### config.mk
export PLATFORM = sky130hd
export DESIGN_NAME = div_rr_scheduler_flat
export DESIGN_NICKNAME = d
export VERILOG_FILES = /design/src/rtl/div_rr_scheduler_if.sv /design/src/rtl/div_rr_scheduler.sv /design/src/flat_wrapper.sv
export SDC_FILE = /design/constraint.sdc
export NUM_CORES = 1
export LEC_CHECK = 0
export ABC_AREA = 1
export BUFFER_PORTS_ARGS = -buffer_cell sky130_fd_sc_hd__buf_2
export CAP_MARGIN = 20
export CORE_MARGIN = 2
export CORE_UTILIZATION = 58
export DETAILED_ROUTE_END_ITERATION = 12
export GPL_TIMING_DRIVEN = 0
export PLACE_DENSITY = 0.85
export SYNTH_ARGS = -nofsm -noshare
export SYNTH_HDL_FRONTEND = slang
export SYNTH_SLANG_ARGS = --single-unit
### constraint.sdc
create_clock -name clk -period 4.2 [get_ports clk]
set_clock_uncertainty 0.05 [all_clocks]
set_input_delay 0.84 -clock clk [delete_from_list [all_inputs] [get_ports clk]]
set_output_delay 0.84 -clock clk [all_outputs]
set_load 0.03 [all_outputs]
### src/rtl/div_rr_scheduler_if.sv
// Request/response bundle between the requesters, the shared divider
// scheduler and the result consumer.
interface div_rr_scheduler_if #(
  parameter int NREQ = 4,
  parameter int W    = 4,
  parameter int IDW  = 2
);
  logic [NREQ-1:0]   req_valid;
  logic [NREQ-1:0]   req_ready;
  logic [NREQ*W-1:0] req_dividend;
  logic [NREQ*W-1:0] req_divisor;
  logic              rsp_valid;
  logic              rsp_ready;
  logic [IDW-1:0]    rsp_id;
  logic [W-1:0]      rsp_quotient;
  logic [W-1:0]      rsp_remainder;
  logic              rsp_dbz;

  // Requester/consumer side: issues operands, accepts results
  modport master (
    output req_valid, req_dividend, req_divisor, rsp_ready,
    input  req_ready, rsp_valid, rsp_id, rsp_quotient, rsp_remainder, rsp_dbz
  );

  // Scheduler side: grants requests, presents results
  modport slave (
    input  req_valid, req_dividend, req_divisor, rsp_ready,
    output req_ready, rsp_valid, rsp_id, rsp_quotient, rsp_remainder, rsp_dbz
  );
endinterface

### src/rtl/div_rr_scheduler.sv
// Round-robin scheduler sharing one iterative restoring unsigned divider
// among NREQ requesters. One quotient bit is produced per enabled cycle;
// a zero divisor short-circuits to an all-ones result with the dbz flag.
// W must be at least 2.
module div_rr_scheduler #(
  parameter int NREQ = 4,
  parameter int W    = 4,
  parameter int IDW  = 2
) (
  input  logic                 clk,
  input  logic                 rst_n,
  input  logic                 ena,
  output logic                 busy,
  div_rr_scheduler_if.slave    bus
);

  localparam int CW = (W > 1) ? $clog2(W) : 1;

  typedef enum logic [1:0] {IDLE, CALC, DONE} state_t;

  state_t          state_q;
  logic [IDW-1:0]  rrPtr_q;
  logic [IDW-1:0]  id_q;
  logic [CW-1:0]   cnt_q;
  logic [W-1:0]    rem_q;
  logic [W-1:0]    quo_q;
  logic [W-1:0]    dvs_q;
  logic            rspValid_q;
  logic [IDW-1:0]  rspId_q;
  logic [W-1:0]    rspQuo_q;
  logic [W-1:0]    rspRem_q;
  logic            rspDbz_q;

  logic            found_d;
  logic [IDW-1:0]  winner_d;
  logic [IDW-1:0]  idx_d;
  logic [IDW-1:0]  nextPtr_d;
  logic [W-1:0]    winDvd_d;
  logic [W-1:0]    winDvs_d;
  logic [NREQ-1:0] ready_d;
  logic [W:0]      shifted_d;
  logic [W:0]      diff_d;
  logic            qBit_d;
  logic [W-1:0]    remStep_d;
  logic [W-1:0]    quoStep_d;

  // Find the first pending requester at or after the pointer, wrapping around,
  // and mux out its operands
  always_comb begin
    found_d  = 1'b0;
    winner_d = '0;
    idx_d    = '0;
    winDvd_d = '0;
    winDvs_d = '0;
    for (int k = 0; k < NREQ; k++) begin
      idx_d = IDW'((int'(rrPtr_q) + k) % NREQ);
      if (!found_d && bus.req_valid[idx_d]) begin
        found_d  = 1'b1;
        winner_d = idx_d;
      end
    end
    for (int i = 0; i < NREQ; i++) begin
      if (winner_d == IDW'(i)) begin
        winDvd_d = bus.req_dividend[i*W +: W];
        winDvs_d = bus.req_divisor[i*W +: W];
      end
    end
  end

  // Grant is offered only while idle and enabled, one-hot on the winner
  always_comb begin
    ready_d = '0;
    if (state_q == IDLE && ena && found_d) begin
      ready_d[winner_d] = 1'b1;
    end
  end

  // One restoring step: shift in the next dividend bit, subtract if it fits
  always_comb begin
    shifted_d = {rem_q, quo_q[W-1]};
    diff_d    = shifted_d - {1'b0, dvs_q};
    qBit_d    = (shifted_d >= {1'b0, dvs_q});
    remStep_d = qBit_d ? diff_d[W-1:0] : shifted_d[W-1:0];
    quoStep_d = {quo_q[W-2:0], qBit_d};
  end

  assign nextPtr_d = (winner_d == IDW'(NREQ-1)) ? '0 : winner_d + 1'b1;

  // Scheduler FSM; everything holds while ena is low
  always_ff @(posedge clk or negedge rst_n) begin
    if (!rst_n) begin
      state_q    <= IDLE;
      rrPtr_q    <= '0;
      id_q       <= '0;
      cnt_q      <= '0;
      rem_q      <= '0;
      quo_q      <= '0;
      dvs_q      <= '0;
      rspValid_q <= 1'b0;
      rspId_q    <= '0;
      rspQuo_q   <= '0;
      rspRem_q   <= '0;
      rspDbz_q   <= 1'b0;
    end else if (ena) begin
      case (state_q)
        IDLE: begin
          if (found_d) begin
            id_q    <= winner_d;
            rrPtr_q <= nextPtr_d;
            quo_q   <= winDvd_d;
            dvs_q   <= winDvs_d;
            rem_q   <= '0;
            if (winDvs_d == '0) begin
              rspId_q    <= winner_d;
              rspQuo_q   <= '1;
              rspRem_q   <= '1;
              rspDbz_q   <= 1'b1;
              rspValid_q <= 1'b1;
              state_q    <= DONE;
            end else begin
              cnt_q   <= CW'(W-1);
              state_q <= CALC;
            end
          end
        end
        CALC: begin
          rem_q <= remStep_d;
          quo_q <= quoStep_d;
          if (cnt_q == '0) begin
            rspId_q    <= id_q;
            rspQuo_q   <= quoStep_d;
            rspRem_q   <= remStep_d;
            rspDbz_q   <= 1'b0;
            rspValid_q <= 1'b1;
            state_q    <= DONE;
          end else begin
            cnt_q <= cnt_q - 1'b1;
          end
        end
        DONE: begin
          if (bus.rsp_ready) begin
            rspValid_q <= 1'b0;
            state_q    <= IDLE;
          end
        end
        default: state_q <= IDLE;
      endcase
    end
  end

  assign bus.req_ready     = ready_d;
  assign bus.rsp_valid     = rspValid_q;
  assign bus.rsp_id        = rspId_q;
  assign bus.rsp_quotient  = rspQuo_q;
  assign bus.rsp_remainder = rspRem_q;
  assign bus.rsp_dbz       = rspDbz_q;
  assign busy              = (state_q != IDLE);

endmodule

### src/flat_wrapper.sv
// flat-port wrapper written by rule: the top's interface ports become plain ports
module div_rr_scheduler_flat 
#(
  parameter int NREQ = 4,
  parameter int W    = 4,
  parameter int IDW  = 2
)
  (clk, rst_n, ena, busy, bus_req_valid, bus_req_dividend, bus_req_divisor, bus_rsp_ready, bus_req_ready, bus_rsp_valid, bus_rsp_id, bus_rsp_quotient, bus_rsp_remainder, bus_rsp_dbz);
  div_rr_scheduler_if #(.NREQ(NREQ), .W(W), .IDW(IDW)) bus_i ();
  input  logic clk;
  input  logic rst_n;
  input  logic ena;
  output logic busy;
  input wire logic [$bits(bus_i.req_valid)-1:0] bus_req_valid;
  input wire logic [$bits(bus_i.req_dividend)-1:0] bus_req_dividend;
  input wire logic [$bits(bus_i.req_divisor)-1:0] bus_req_divisor;
  input wire logic [$bits(bus_i.rsp_ready)-1:0] bus_rsp_ready;
  output wire logic [$bits(bus_i.req_ready)-1:0] bus_req_ready;
  output wire logic [$bits(bus_i.rsp_valid)-1:0] bus_rsp_valid;
  output wire logic [$bits(bus_i.rsp_id)-1:0] bus_rsp_id;
  output wire logic [$bits(bus_i.rsp_quotient)-1:0] bus_rsp_quotient;
  output wire logic [$bits(bus_i.rsp_remainder)-1:0] bus_rsp_remainder;
  output wire logic [$bits(bus_i.rsp_dbz)-1:0] bus_rsp_dbz;
  assign bus_i.req_valid = bus_req_valid;
  assign bus_i.req_dividend = bus_req_dividend;
  assign bus_i.req_divisor = bus_req_divisor;
  assign bus_i.rsp_ready = bus_rsp_ready;
  assign bus_req_ready = bus_i.req_ready;
  assign bus_rsp_valid = bus_i.rsp_valid;
  assign bus_rsp_id = bus_i.rsp_id;
  assign bus_rsp_quotient = bus_i.rsp_quotient;
  assign bus_rsp_remainder = bus_i.rsp_remainder;
  assign bus_rsp_dbz = bus_i.rsp_dbz;
  div_rr_scheduler #(.NREQ(NREQ), .W(W), .IDW(IDW)) u_core (.clk(clk), .rst_n(rst_n), .ena(ena), .busy(busy), .bus(bus_i));
endmodule
==> run metrics <==
fraction of met3 tracks used by global routing=6.41%; clock tree from TritonCTS=yes; post-DR vias/cell=5.19; CTS H-tree lvls=2; final routed wire length divided by cell count=12.1 microns; TritonCTS Sinks=32; horizontal extent of the die=68.0 microns; number of placed I/O pins=57; first-pass GRT wire length=9.40 mm; WS Path Type=input pin to output pin; total inserted antenna cells=0; fraction of final layout cells with drive strength greater than 1=24.3%; most frequent standard cell in the layout excluding fill and tap cells=nand2_1; cell area after placement=2720 sq um; Max stage delay cell, worst path=buf_2; period utilization=89.6%; detailed-route DRC error count=0; Setup Total Neg Slack=0 ns; setup violation total in the final timing report=0; syn avg cell area=6.90 sq um; maximum number of pins on one net before global-route repair=33; Slew Limit Headroom=50.4%; arrival time reported for the critical path endpoint=2.87 ns; sequential-to-total area share from yosys stat=33.8%; synthesized cell area=2370 sq um; wire length after detailed routing=5.56 mm; Startpoint Class=input pin; Final Hold Vio Count=0; fin crit period=3.76 ns; starting utilization of the core area=59.7%; Reg clk slew, reported paths=0.06 ns; overall global routing resource usage=27.0%; first-iteration detailed-routing DRC count=154; reported max-cap violation count=0; WP data required=3.31 ns; syn nets=397; clock root buffer=clkbuf_8; number of synthesized register bits=32; area of the die=4620 sq um; run status=complete, no violations; Least-Margin Pin Slew=0.744 ns; Die Height=68.0 microns; placeable core area=3970 sq um; library cell occupying the most area in the post-synthesis netlist=dfrtp_1; nets@finish=460; worst min-delay path class=flip-flop to flip-flop; Non-Filler Cell Area, Final=2840 sq um; Post-CTS Resized=0; proportion of register bits with asynchronous set or reset after synthesis=100%; Num CTS Buffers=5; Synth area leaders=dfrtp_1 (34%), nand2_1 (20%), nand3_1 (6.8%); Critical Path, Cell by Cell=buf_2 -> inv_1 -> nand2_1 -> nand3_1 -> nand2_1 -> nor2_4 -> nand3_1 -> nand3_1 -> nand2_1 -> inv_1 -> ha_1 -> buf_2 -> inv_1 -> nor2_1 -> buf_2; vias after detailed routing=2379; via count of the first global-routing pass=2205; total of warnings raised by yosys=0; Post-Synthesis Cells=344; number of buffers added on ports=56; maximum clock frequency=266 MHz; RD Place Congestion=0.844; final antenna-violating net count=0; count of standard-cell rows=23; final core area utilization=71.6%; final count of pins violating max slew=0; clock latency reported for the late side of the worst-skew pair=0.29 ns; worst slack on hold paths=0.423 ns; crit-path max cell delay=0.25 ns; GRT met2 Usage=45.8%; HPWL reported at the end of detailed placement=4.23 mm; setup repair after global routing missed its margin=false; Synth cell types=31; EDFF count, synth=0; clock tree buffer depth=2; category of the worst setup path capture point=output pin; initial antenna violation count=0; detailed-router iteration count before antenna repair=4; setup bufs post-CTS=0; CP Max Fanout=10; met1 routing resource usage after global routing=32.5%; Synth top area share=33.8%; synthesis-to-layout area growth=19.8%; leading cell types in the layout, fill and taps excluded=nand2_1 (129), buf_2 (61), inv_1 (36); most used routing layer=met2; hold bufs inserted after CTS=0; commonest register cell after synthesis=dfrtp_1; FILL cells=335; overall overflow remaining after global route=0
## sequential cells by signal, indices dropped and copies added (netlist names)
name / count
u_core.bus.rsp_quotient: 4
u_core.bus.rsp_remainder: 4
u_core.id_q: 2
u_core.rem_q: 4
u_core.dvs_q: 4
u_core.bus.rsp_id: 2
u_core.bus.rsp_valid: 1
u_core.cnt_q: 2
u_core.state_q: 2
u_core.quo_q: 4
u_core.rrPtr_q: 2
u_core.bus.rsp_dbz: 1
## kinds of logic after synthesis
family | after synthesis | synth area share (%)
simple gates | 202 | 37.9
flops | 32 | 33.8
xor+xnor | 1 | 0.369
fa+ha+maj | 13 | 7.17
buf+inv | 54 | 10.6
compound gates | 42 | 10.2
## synth_stat cells, types with 2 or more instances
cell and number:
nand2_2 5, buf_6 5, dfrtp_1 32, o21ai_2 3, inv_1 36, clkbuf_1 2, nand2_1 129, o21ai_1 3
o211ai_1 4, nor2_2 5, inv_2 4, buf_2 5, nand3_1 32, nor2_1 19, nand3_2 3, nand4_1 4
ha_1 12, a21oi_1 12, o21ai_0 16, o21a_1 2
## final cells by class
class | instances | area, sq um | area share [%]
clock buffer | 7 | 96.3 | 3.39
buffer | 12 | 88.8 | 3.13
inverter | 42 | 163 | 5.72
tap | 50 | 62.6 | 2.20
clock inverter | 1 | 30.0 | 1.06
multi-input combinational | 258 | 1320 | 46.5
timing repair buffer | 56 | 280 | 9.86
sequential | 32 | 801 | 28.2
## worst paths after layout
path,start,endpoint,slack (ns),cells after the start
worst max-delay path,bus_req_valid[1],bus_req_ready[3],0.44,15
worst min-delay path,u_core.bus.rsp_quotient[0],u_core.bus.rsp_quotient[0],0.42,2
worst max register to register,u_core.rrPtr_q[0],u_core.cnt_q[1],1.07,23
worst min register to register,u_core.bus.rsp_quotient[0],u_core.bus.rsp_quotient[0],0.42,2
max in group asynchronous,rst_n,u_core.bus.rsp_remainder[0],3.06,1
min in group asynchronous,rst_n,u_core.bus.rsp_valid,0.56,1
## stage by stage
| stage | cells | worst slack, ns |
|---|---|---|
| after detailed placement | 450 | 0.475 |
| after floorplan | 344 | 0.789 |
| after global placement | 450 | 0.516 |
| after global routing | 458 | 0.179 |
| after CTS | 458 | 0.462 |
| final | 458 | 0.438 |
## critical path, delay by kind of cell
family,cells,cell delay (ns)
simple gates,8,0.93
buf+inv,6,0.88
fa+ha+maj,1,0.22
## per-layer routing
metal	routed length [microns]	part of all wire [%]
met4	112	2.0
met1	2500	45
met3	326	5.9
met5	0	0
met2	2620	47
Power is not shown: default switching activity piles up to over one toggle a cycle in this logic, so the estimate is an artifact.
